[config.mk]
export PLATFORM = sky130hd
export DESIGN_NAME = modn_bcd_counter
export DESIGN_NICKNAME = d
export VERILOG_FILES = /design/src/rtl/modn_count_pkg.sv /design/src/rtl/bcd_dd_conv.sv /design/src/rtl/modn_bcd_counter.sv
export SDC_FILE = /design/constraint.sdc
export NUM_CORES = 1
export LEC_CHECK = 0
export ABC_AREA = 0
export CORE_MARGIN = 4
export CORE_UTILIZATION = 45
export DETAILED_ROUTE_END_ITERATION = 16
export HOLD_SLACK_MARGIN = 0.08
export PLACE_DENSITY = 0.76
export SLEW_MARGIN = 40
export SYNTH_ARGS = -nofsm -noshare
export SYNTH_HDL_FRONTEND = slang
export SYNTH_HIERARCHICAL = 1
export SYNTH_SLANG_ARGS = --single-unit
[constraint.sdc]
create_clock -name clk_i -period 6.7 [get_ports clk_i]
set_clock_uncertainty 0.1 [all_clocks]
set_input_delay 1.34 -clock clk_i [delete_from_list [all_inputs] [get_ports clk_i]]
set_output_delay 1.34 -clock clk_i [all_outputs]
set_load 0.01 [all_outputs]
[src/rtl/modn_count_pkg.sv]
// Shared types and constants for the modulo-N BCD time-digit counter.
//   conv_state_t : states of the serial double-dabble converter
//   H12_BASE     : modulus of the 12 h display mapping
//   iter_cnt_w() : width of the converter iteration counter for a CW-bit input
package modn_count_pkg;

  typedef enum logic [1:0] {
    IDLE,
    SHIFT,
    DONE
  } conv_state_t;

  localparam int unsigned H12_BASE = 12;

  function automatic int unsigned iter_cnt_w(input int unsigned cw);
    return (cw + 1 <= 2) ? 1 : $clog2(cw + 1);
  endfunction

endpackage

[src/rtl/bcd_dd_conv.sv]
// Serial double-dabble binary-to-BCD converter.
//   clk_i, rst_ni : system clock, synchronous active-low reset
//   start_i       : sampled in IDLE; snapshots bin_i and starts a conversion
//   bin_i  [CW]   : binary value to convert
//   busy_o        : converter is not in IDLE
//   done_o        : converter is in DONE; bcd_o is written at the end of this cycle
//   bcd_o [4*ND]  : registered BCD result, digit 0 in [3:0]
module bcd_dd_conv
  import modn_count_pkg::*;
#(
  parameter int unsigned CW = 5,
  parameter int unsigned ND = 2
) (
  input  logic              clk_i,
  input  logic              rst_ni,
  input  logic              start_i,
  input  logic [CW-1:0]     bin_i,
  output logic              busy_o,
  output logic              done_o,
  output logic [4*ND-1:0]   bcd_o
);

  localparam int unsigned IW = iter_cnt_w(CW);
  localparam int unsigned SW = 4 * ND + CW;

  conv_state_t   state_q, state_d;
  logic [SW-1:0] sr_q;
  logic [SW-1:0] sr_adj;
  logic [SW-1:0] sr_step;
  logic [IW-1:0] iter_q;

  // Shift register layout: {BCD digits, remaining binary bits}; the binary
  // MSB is shifted into the lowest BCD digit on every iteration.
  always_comb begin
    sr_adj = sr_q;
    for (int unsigned d = 0; d < ND; d++) begin
      if (sr_adj[CW + 4*d +: 4] >= 4'd5) begin
        sr_adj[CW + 4*d +: 4] = sr_adj[CW + 4*d +: 4] + 4'd3;
      end
    end
    sr_step = sr_adj << 1;
  end

  always_comb begin
    state_d = state_q;
    case (state_q)
      IDLE:    if (start_i) state_d = SHIFT;
      SHIFT:   if (iter_q == IW'(CW - 1)) state_d = DONE;
      DONE:    state_d = IDLE;
      default: state_d = IDLE;
    endcase
  end

  always_ff @(posedge clk_i) begin
    if (!rst_ni) begin
      state_q <= IDLE;
      sr_q    <= '0;
      iter_q  <= '0;
      bcd_o   <= '0;
    end else begin
      state_q <= state_d;
      case (state_q)
        IDLE: begin
          if (start_i) begin
            sr_q   <= {{(4*ND){1'b0}}, bin_i};
            iter_q <= '0;
          end
        end
        SHIFT: begin
          sr_q   <= sr_step;
          iter_q <= iter_q + IW'(1);
        end
        DONE:    bcd_o <= sr_q[SW-1:CW];
        default: ;
      endcase
    end
  end

  assign busy_o = (state_q != IDLE);
  assign done_o = (state_q == DONE);

endmodule

[src/rtl/modn_bcd_counter.sv]
// Modulo-N time-digit counter with load, manual adjust, carry-out for
// cascading, optional 12 h display mapping and a serial BCD display output.
//   clk_i, rst_ni      : system clock, synchronous active-low reset
//   ival_i   [CW]      : value loaded at reset and on load_i (>= MODULO loads 0)
//   load_i             : synchronous load (highest priority)
//   adj_up_i/adj_dn_i  : manual +1 / -1 with wrap, no carry; both high = hold
//   tick_i             : count enable, dropped when load or adjust is active
//   mode12_i           : 12 h display (only when H12_EN and MODULO == 24)
//   count_o  [CW]      : registered binary count
//   carry_o            : one-cycle pulse after a tick-driven wrap to 0
//   pm_o               : registered, count >= 12 in 12 h mode
//   bcd_o    [4*ND]    : display value in BCD, digit 0 in [3:0]
//   bcd_valid_o        : bcd_o reflects the current count/mode
module modn_bcd_counter
  import modn_count_pkg::*;
#(
  parameter int unsigned MODULO = 24,
  parameter int unsigned CW     = 5,
  parameter int unsigned ND     = 2,
  parameter bit          H12_EN = 1'b1
) (
  input  logic              clk_i,
  input  logic              rst_ni,
  input  logic [CW-1:0]     ival_i,
  input  logic              load_i,
  input  logic              tick_i,
  input  logic              adj_up_i,
  input  logic              adj_dn_i,
  input  logic              mode12_i,
  output logic [CW-1:0]     count_o,
  output logic              carry_o,
  output logic              pm_o,
  output logic [4*ND-1:0]   bcd_o,
  output logic              bcd_valid_o
);

  localparam bit            H12_OK = H12_EN && (MODULO == 24);
  localparam logic [CW:0]   MOD_W  = (CW+1)'(MODULO);
  localparam logic [CW-1:0] MAX_C  = CW'(MODULO - 1);
  localparam logic [CW-1:0] H12_C  = CW'(H12_BASE);

  logic [CW:0]   ival_w, inc_w;
  logic [CW-1:0] ld_val, cnt_d, hr, dv;
  logic [CW-1:0] snap_dv, last_dv;
  logic          carry_d, pm_d, mode_eff;
  logic          snap_mode, last_mode, force_q;
  logic          start, busy, done;

  // Range checks are done one bit wider so 2^CW never aliases onto 0.
  assign ival_w = {1'b0, ival_i};
  assign inc_w  = {1'b0, count_o} + (CW+1)'(1);
  assign ld_val = (ival_w < MOD_W) ? ival_i : '0;

  always_comb begin
    cnt_d   = count_o;
    carry_d = 1'b0;
    if (load_i) begin
      cnt_d = ld_val;
    end else if (adj_up_i || adj_dn_i) begin
      if (adj_up_i && !adj_dn_i) begin
        cnt_d = (inc_w == MOD_W) ? '0 : inc_w[CW-1:0];
      end else if (adj_dn_i && !adj_up_i) begin
        cnt_d = (count_o == '0) ? MAX_C : count_o - CW'(1);
      end
    end else if (tick_i) begin
      cnt_d   = (inc_w == MOD_W) ? '0 : inc_w[CW-1:0];
      carry_d = (inc_w == MOD_W);
    end
  end

  assign mode_eff = H12_OK && mode12_i;
  assign pm_d     = mode_eff && (cnt_d >= H12_C);
  assign hr       = (count_o >= H12_C) ? count_o - H12_C : count_o;
  assign dv       = mode_eff ? ((hr == '0) ? H12_C : hr) : count_o;

  assign start = !busy && (force_q || (dv != last_dv) || (mode_eff != last_mode));

  // On completion the result is only flagged valid if the display value did
  // not move while converting; otherwise IDLE restarts on the next cycle.
  always_ff @(posedge clk_i) begin
    if (!rst_ni) begin
      count_o     <= ld_val;
      carry_o     <= 1'b0;
      pm_o        <= mode_eff && (ld_val >= H12_C);
      bcd_valid_o <= 1'b0;
      force_q     <= 1'b1;
      last_dv     <= '0;
      last_mode   <= 1'b0;
      snap_dv     <= '0;
      snap_mode   <= 1'b0;
    end else begin
      count_o <= cnt_d;
      carry_o <= carry_d;
      pm_o    <= pm_d;
      if (start) begin
        bcd_valid_o <= 1'b0;
        force_q     <= 1'b0;
        snap_dv     <= dv;
        snap_mode   <= mode_eff;
      end else if (done) begin
        bcd_valid_o <= (dv == snap_dv) && (mode_eff == snap_mode);
        last_dv     <= snap_dv;
        last_mode   <= snap_mode;
      end
    end
  end

  bcd_dd_conv #(
    .CW (CW),
    .ND (ND)
  ) u_conv (
    .clk_i   (clk_i),
    .rst_ni  (rst_ni),
    .start_i (start),
    .bin_i   (dv),
    .busy_o  (busy),
    .done_o  (done),
    .bcd_o   (bcd_o)
  );

endmodule

Word level (Yosys, flattened, before mapping) --
Cells that the tools add are included.
Storage, ports and cells: memory bits (writable) 0, bits in latches 0, ROM bits 0, memories 0, flip-flop bits (word level) 47
Operators by class: div/mod/pow operators 0, order comparisons 6, shift-type cells 0, multipliers 0, equal/unequal tests 10, reduce and logical (&&, ||, !) cells 22, bitwise logic cells 3, multiplexer cells 22, add/subtract/negate cells 6
Operator list (count):
- $mux W5 | 12
- $pmux W13 S2 | 1
- $ge A5 B4 Y1 const B | 3
- $mux W13 | 1
- $logic_not A5 Y1 | 2
- $ge A4 B3 Y1 const B | 2
- $add A5 B1 Y6 const B | 1
- $eq A6 B5 Y1 const B | 1
- $logic_and A1 B1 Y1 | 6
- $mux W3 | 2
- $pmux W3 S2 | 1
- $reduce_and A2 Y1 | 3
- $eq A5 B5 Y1 | 1
- $lt A5 B5 Y1 const B | 1
- $ne A5 B5 Y1 | 1
- $sub A5 B1 Y5 const B | 1
- $sub A5 B4 Y5 const B | 1
- $add A4 B2 Y4 const B | 1
- $mux W2 | 2
- $mux W4 | 1
- $pmux W2 S2 | 1
- $reduce_bool A2 Y1 | 2
- $reduce_or A4 Y1 | 1
- $add A3 B1 Y3 const B | 1
- 14 further kinds | 20

Depth between registers and ports, before layout --
depth after elaboration 11, mapped depth 14

Modules after synthesis --
The synthesis kept the hierarchy.
By module, submodules not included:
- modn_bcd_counter | seq. area each 420.4 µm², cells an instance 214, times used 1, area an instance 1724.2 µm²
- bcd_dd_conv | seq. area each 520.5 µm², cells an instance 134, times used 1, area an instance 1199.9 µm²

Least setup slack after synthesis --
No wires, ideal clock.
kind input -> register, from input mode12_i, to register u_conv.sr_q[9], data required time 6.513 ns, library setup time 0.087 ns, slack 3.392 ns, stages on the path 11, arrival time 3.121 ns, cell sequence buf_2 xor2_1 nor4b_1 nand4_1 mux2i_2 a31oi_4 o21bai_4 and2_4 buf_6 nand2_1 o31ai_1
On the way: longest elaborated chain between the ends 7, elaborated cells between the ends (all ways) 8, those cells by class eq/ne: 3; mux: 1; reduce/logical: 4
Ends and longest elaborated chain:
- start, declared | line modn_bcd_counter.sv:29 | input logic mode12_i,
- $mux W5 | line modn_bcd_counter.sv:74 | assign dv = mode_eff ? ((hr == '0) ? H12_C : hr) : count_o;
- $ne A5 B5 Y1 | line modn_bcd_counter.sv:76 | assign start = !busy && (force_q || (dv != last_dv) || (mode_eff != last_mode));
- $logic_or A1 B1 Y1 | line modn_bcd_counter.sv:76
- $logic_or A1 B1 Y1 (*) | line modn_bcd_counter.sv:76
- $logic_and A1 B1 Y1 (*) | line modn_bcd_counter.sv:76
- named net start | line modn_bcd_counter.sv:47 | logic start, busy, done;
- $ne A2 B2 Y1 (no source line) (*)
- $reduce_and A2 Y1 (no source line) (*)
- end signal, assigned | line bcd_dd_conv.sv:65 | sr_q <= {{(4*ND){1'b0}}, bin_i};
- end signal, assigned | line bcd_dd_conv.sv:70 | sr_q <= sr_step;
- end, declared | line bcd_dd_conv.sv:27 | logic [SW-1:0] sr_q;
The timed path passes the listed nets; every way through them passes the cells marked *. A chain may end at the register's enable or synchronous reset.

Final worst setup path --
from input mode12_i, to register u_conv.sr_q[11]
The elaborated chain is that of the path after synthesis.

==> impl_metrics.ini <==
[status]
status = finished, final reports clean

[floorplan]
rows = 29
dieArea_mm2 = 0.00785
start_util = 0.463
ios = 28
die_h_um = 88.6
core_mm2 = 0.00631
fp.dieW_um = 88.6

[synth]
synth_seq_cells = 47
synth_cell_types = 66
synthArstFlopShare = 0
synth_compound_area_frac = 0.226
yosysTopAreaCell = dfxtp_1
synth_adder_area_share = 0.0471
ys.flop_type = dfxtp_1
syn_inst = 348
syn_nets = 371
synthSimpleGateAreaFrac = 0.237
synth_area_leaders = dfxtp_1 (32%), nand2_1 (7.2%), mux2i_1 (4.8%), ha_1 (4.7%), a21oi_1 (3.3%)
synth_top_family_by_area = simple AND/OR/NAND/NOR gates
synthXorXnorAreaFrac = 0.0419
synth_top_area_frac = 0.322
seq_area_frac_synth = 0.322
yosysWarnings = 6
syn-cell-area_mm2 = 0.00292
syn_avg_cell_area_um2 = 8.40
synth_mux_area_frac = 0.0689
synth_edf_count = 0

[sta]
relSlewSlack = 0.513
tightest_slew_ns = 0.729
worst_slack_ns = 2.77
hold_violations = 0
final-max-slew-violation-count = 0
tns_ns = 0
fmax_mhz = 255
hold_ws_ns = 0.365
final.min_clock_period_ns = 3.93
setup_viol = 0
fin_crit_sh = 0.586
rsz0062_at_grt = no

[power_and_ir_drop]
peakVddDrop_mv = 0.146
power.leakage_uw = 0.00129
power_density_mw_per_mm2 = 191

[routing]
drt_wl_total_um = 6150
ant_nets = 0
drtPass1Iterations = 5
viasPerCell = 5.58
wire_per_inst_um = 13.9
drc_errors = 0
drtIter0Drc = 136
num_vias = 2474

[clock_network]
clk_latency_ns = 0.29
clk_pin_slew_ns = 0.08
cts_hold_buf = 0
cts-root-buf = clkbuf_8
tritoncts = done
htreeDepth = 2
cts.sinks = 47
post_cts_buffers = 0
cts_buffers = 5
clk_path_buf_depth = 2
cts-resized-gates = 0

[placement]
place_ws_ns = 2.46
gp_congestion = 0.813
io_buffer_count = 27
hpwl_um = 4530

[worst_hold_path]
hold_path.class = register to register

[global_route]
grt_max_degree = 35
grt_overflow = 0
grt_usage = 0.165
grt_pass1_wl_um = 10300
grt_pass1_vias = 2312
antenna_found_initial = 0

[critical_path]
crit_chain = clkdlybuf4s50_1 > nand4b_1 > o32ai_1 > o31ai_1 > a2bb2oi_4 > a31oi_4 > o21bai_4 > and2_4 > a22o_1
cp_data_arrival_time_ns = 4.02
timing.critical_path.slowest_stage_cell = clkdlybuf4s50_1
worstSetupPathType = input port to register
cp_slowest_stage_delay_ns = 0.66
start_kind = input port
required_ns = 6.79
cp-end-kind = register
cp_max_fo = 14

[final_layout]
areaGrowthSynthToFinish_pct = 12.3
final_nets = 388
mostFrequentLayoutCells = nand2_1 (56), dfxtp_1 (47), clkdlybuf4s50_1 (27)
mostFrequentLayoutCell = nand2_1
diodes = 0
drive_above_1_share = 0.0792
fillers = 592

[job]
maxCapViolCount = 0
[routing by layer]
layer / wire [µm] / vias to the layer above / GRT usage
li1: - / 1270 / -
met1: 2880 / 1154 / 0.213
met2: 2940 / 42 / 0.273
met3: 215 / 8 / 0.0270
met4: 108 / 0 / 0.0673
met5: 0 / - / 0
[cell type report]
class,count,area [µm²],share of cell area
Clock inverter,3,18.8,0.00572
Sequential cell,47,941,0.287
Tap cell,77,96.3,0.0293
Inverter,17,63.8,0.0194
Timing Repair Buffer,28,278,0.0846
Multi-Input combinational cell,266,1820,0.553
Clock buffer,5,68.8,0.0210
[kinds of logic after synthesis]
group,count (synthesis)
flip-flops,47
AO/OA/AOI/OAI,88
multiplexers,19
buffers and inverters,35
adder cells (fa/ha/maj),11
AND/OR/NAND/NOR,134
XOR/XNOR,14
[report_power, final]
group	internal, µW	switching, µW	total, µW	leakage, µW
Clock	73.5	94.1	168	0.0000483
Combinational	66.9	78.7	146	0.000860
Sequential	292	20.8	313	0.000383
Total	432	194	626	0.00129
[synth_stat cells, drive strengths merged (3+ instances only)]
cell type and number:
a21boi 10, a21oi 20, a22o 4, a22oi 3
a2bb2oi 3, a31oi 6, a32oi 3, a41oi 3
and2 4, and3 10, buf 11, clkbuf 7
dfxtp 47, ha 11, inv 17, mux2 3
mux2i 16, nand2 57, nand2b 5, nand3 4
nand3b 5, nor2 18, nor2b 9, nor3 4
nor3b 4, o21ai 17, xnor2 7, xor2 7
[metrics by stage]
| step | cell area, µm² | cells | util | total power, µW |
|---|---|---|---|---|
| final | 3280 | 443 | 0.520 | 626 |
| after global routing | 3280 | 443 | 0.520 | 664 |
| after CTS | 3280 | 443 | 0.520 | 631 |
| after detailed placement | 3200 | 435 | 0.506 | 464 |
| after global placement | 3200 | 435 | 0.506 | 461 |
| after floorplan | 2920 | 348 | - | 427 |
[worst paths after layout]
check	from	endpoint	slack (ns)	cells after the start
min reg2reg	u_conv/bcd_o[7]$_SDFFE_PN0P_	u_conv/bcd_o[7]$_SDFFE_PN0P_	0.36	2
max reg2reg	count_o[2]$_DFF_P_	u_conv/sr_q[11]$_SDFFE_PN0P_	3.28	10
min	u_conv/bcd_o[7]$_SDFFE_PN0P_	u_conv/bcd_o[7]$_SDFFE_PN0P_	0.36	2
max	mode12_i	u_conv/sr_q[11]$_SDFFE_PN0P_	2.77	9
[worst max-delay path, delay by kind of cell]
family          cells  cell delay [ns]
simple gates        2             0.45
buf+inv             1             0.66
compound gates      6             1.56
[flip-flops by register name, summed over array words and instances, names as in the netlist]
| register | count |
|---|---|
| snap_mode | 1 |
| force_q | 1 |
| u_conv/state_q | 2 |
| last_dv | 5 |
| u_conv/bcd_o | 8 |
| u_conv/sr_q | 13 |
| last_mode | 1 |
| bcd_valid_o | 1 |
| u_conv/iter_q | 3 |
| count_o | 5 |
| carry_o | 1 |
| snap_dv | 5 |
| pm_o | 1 |
Note: power is estimated with default switching activity, not from simulation.
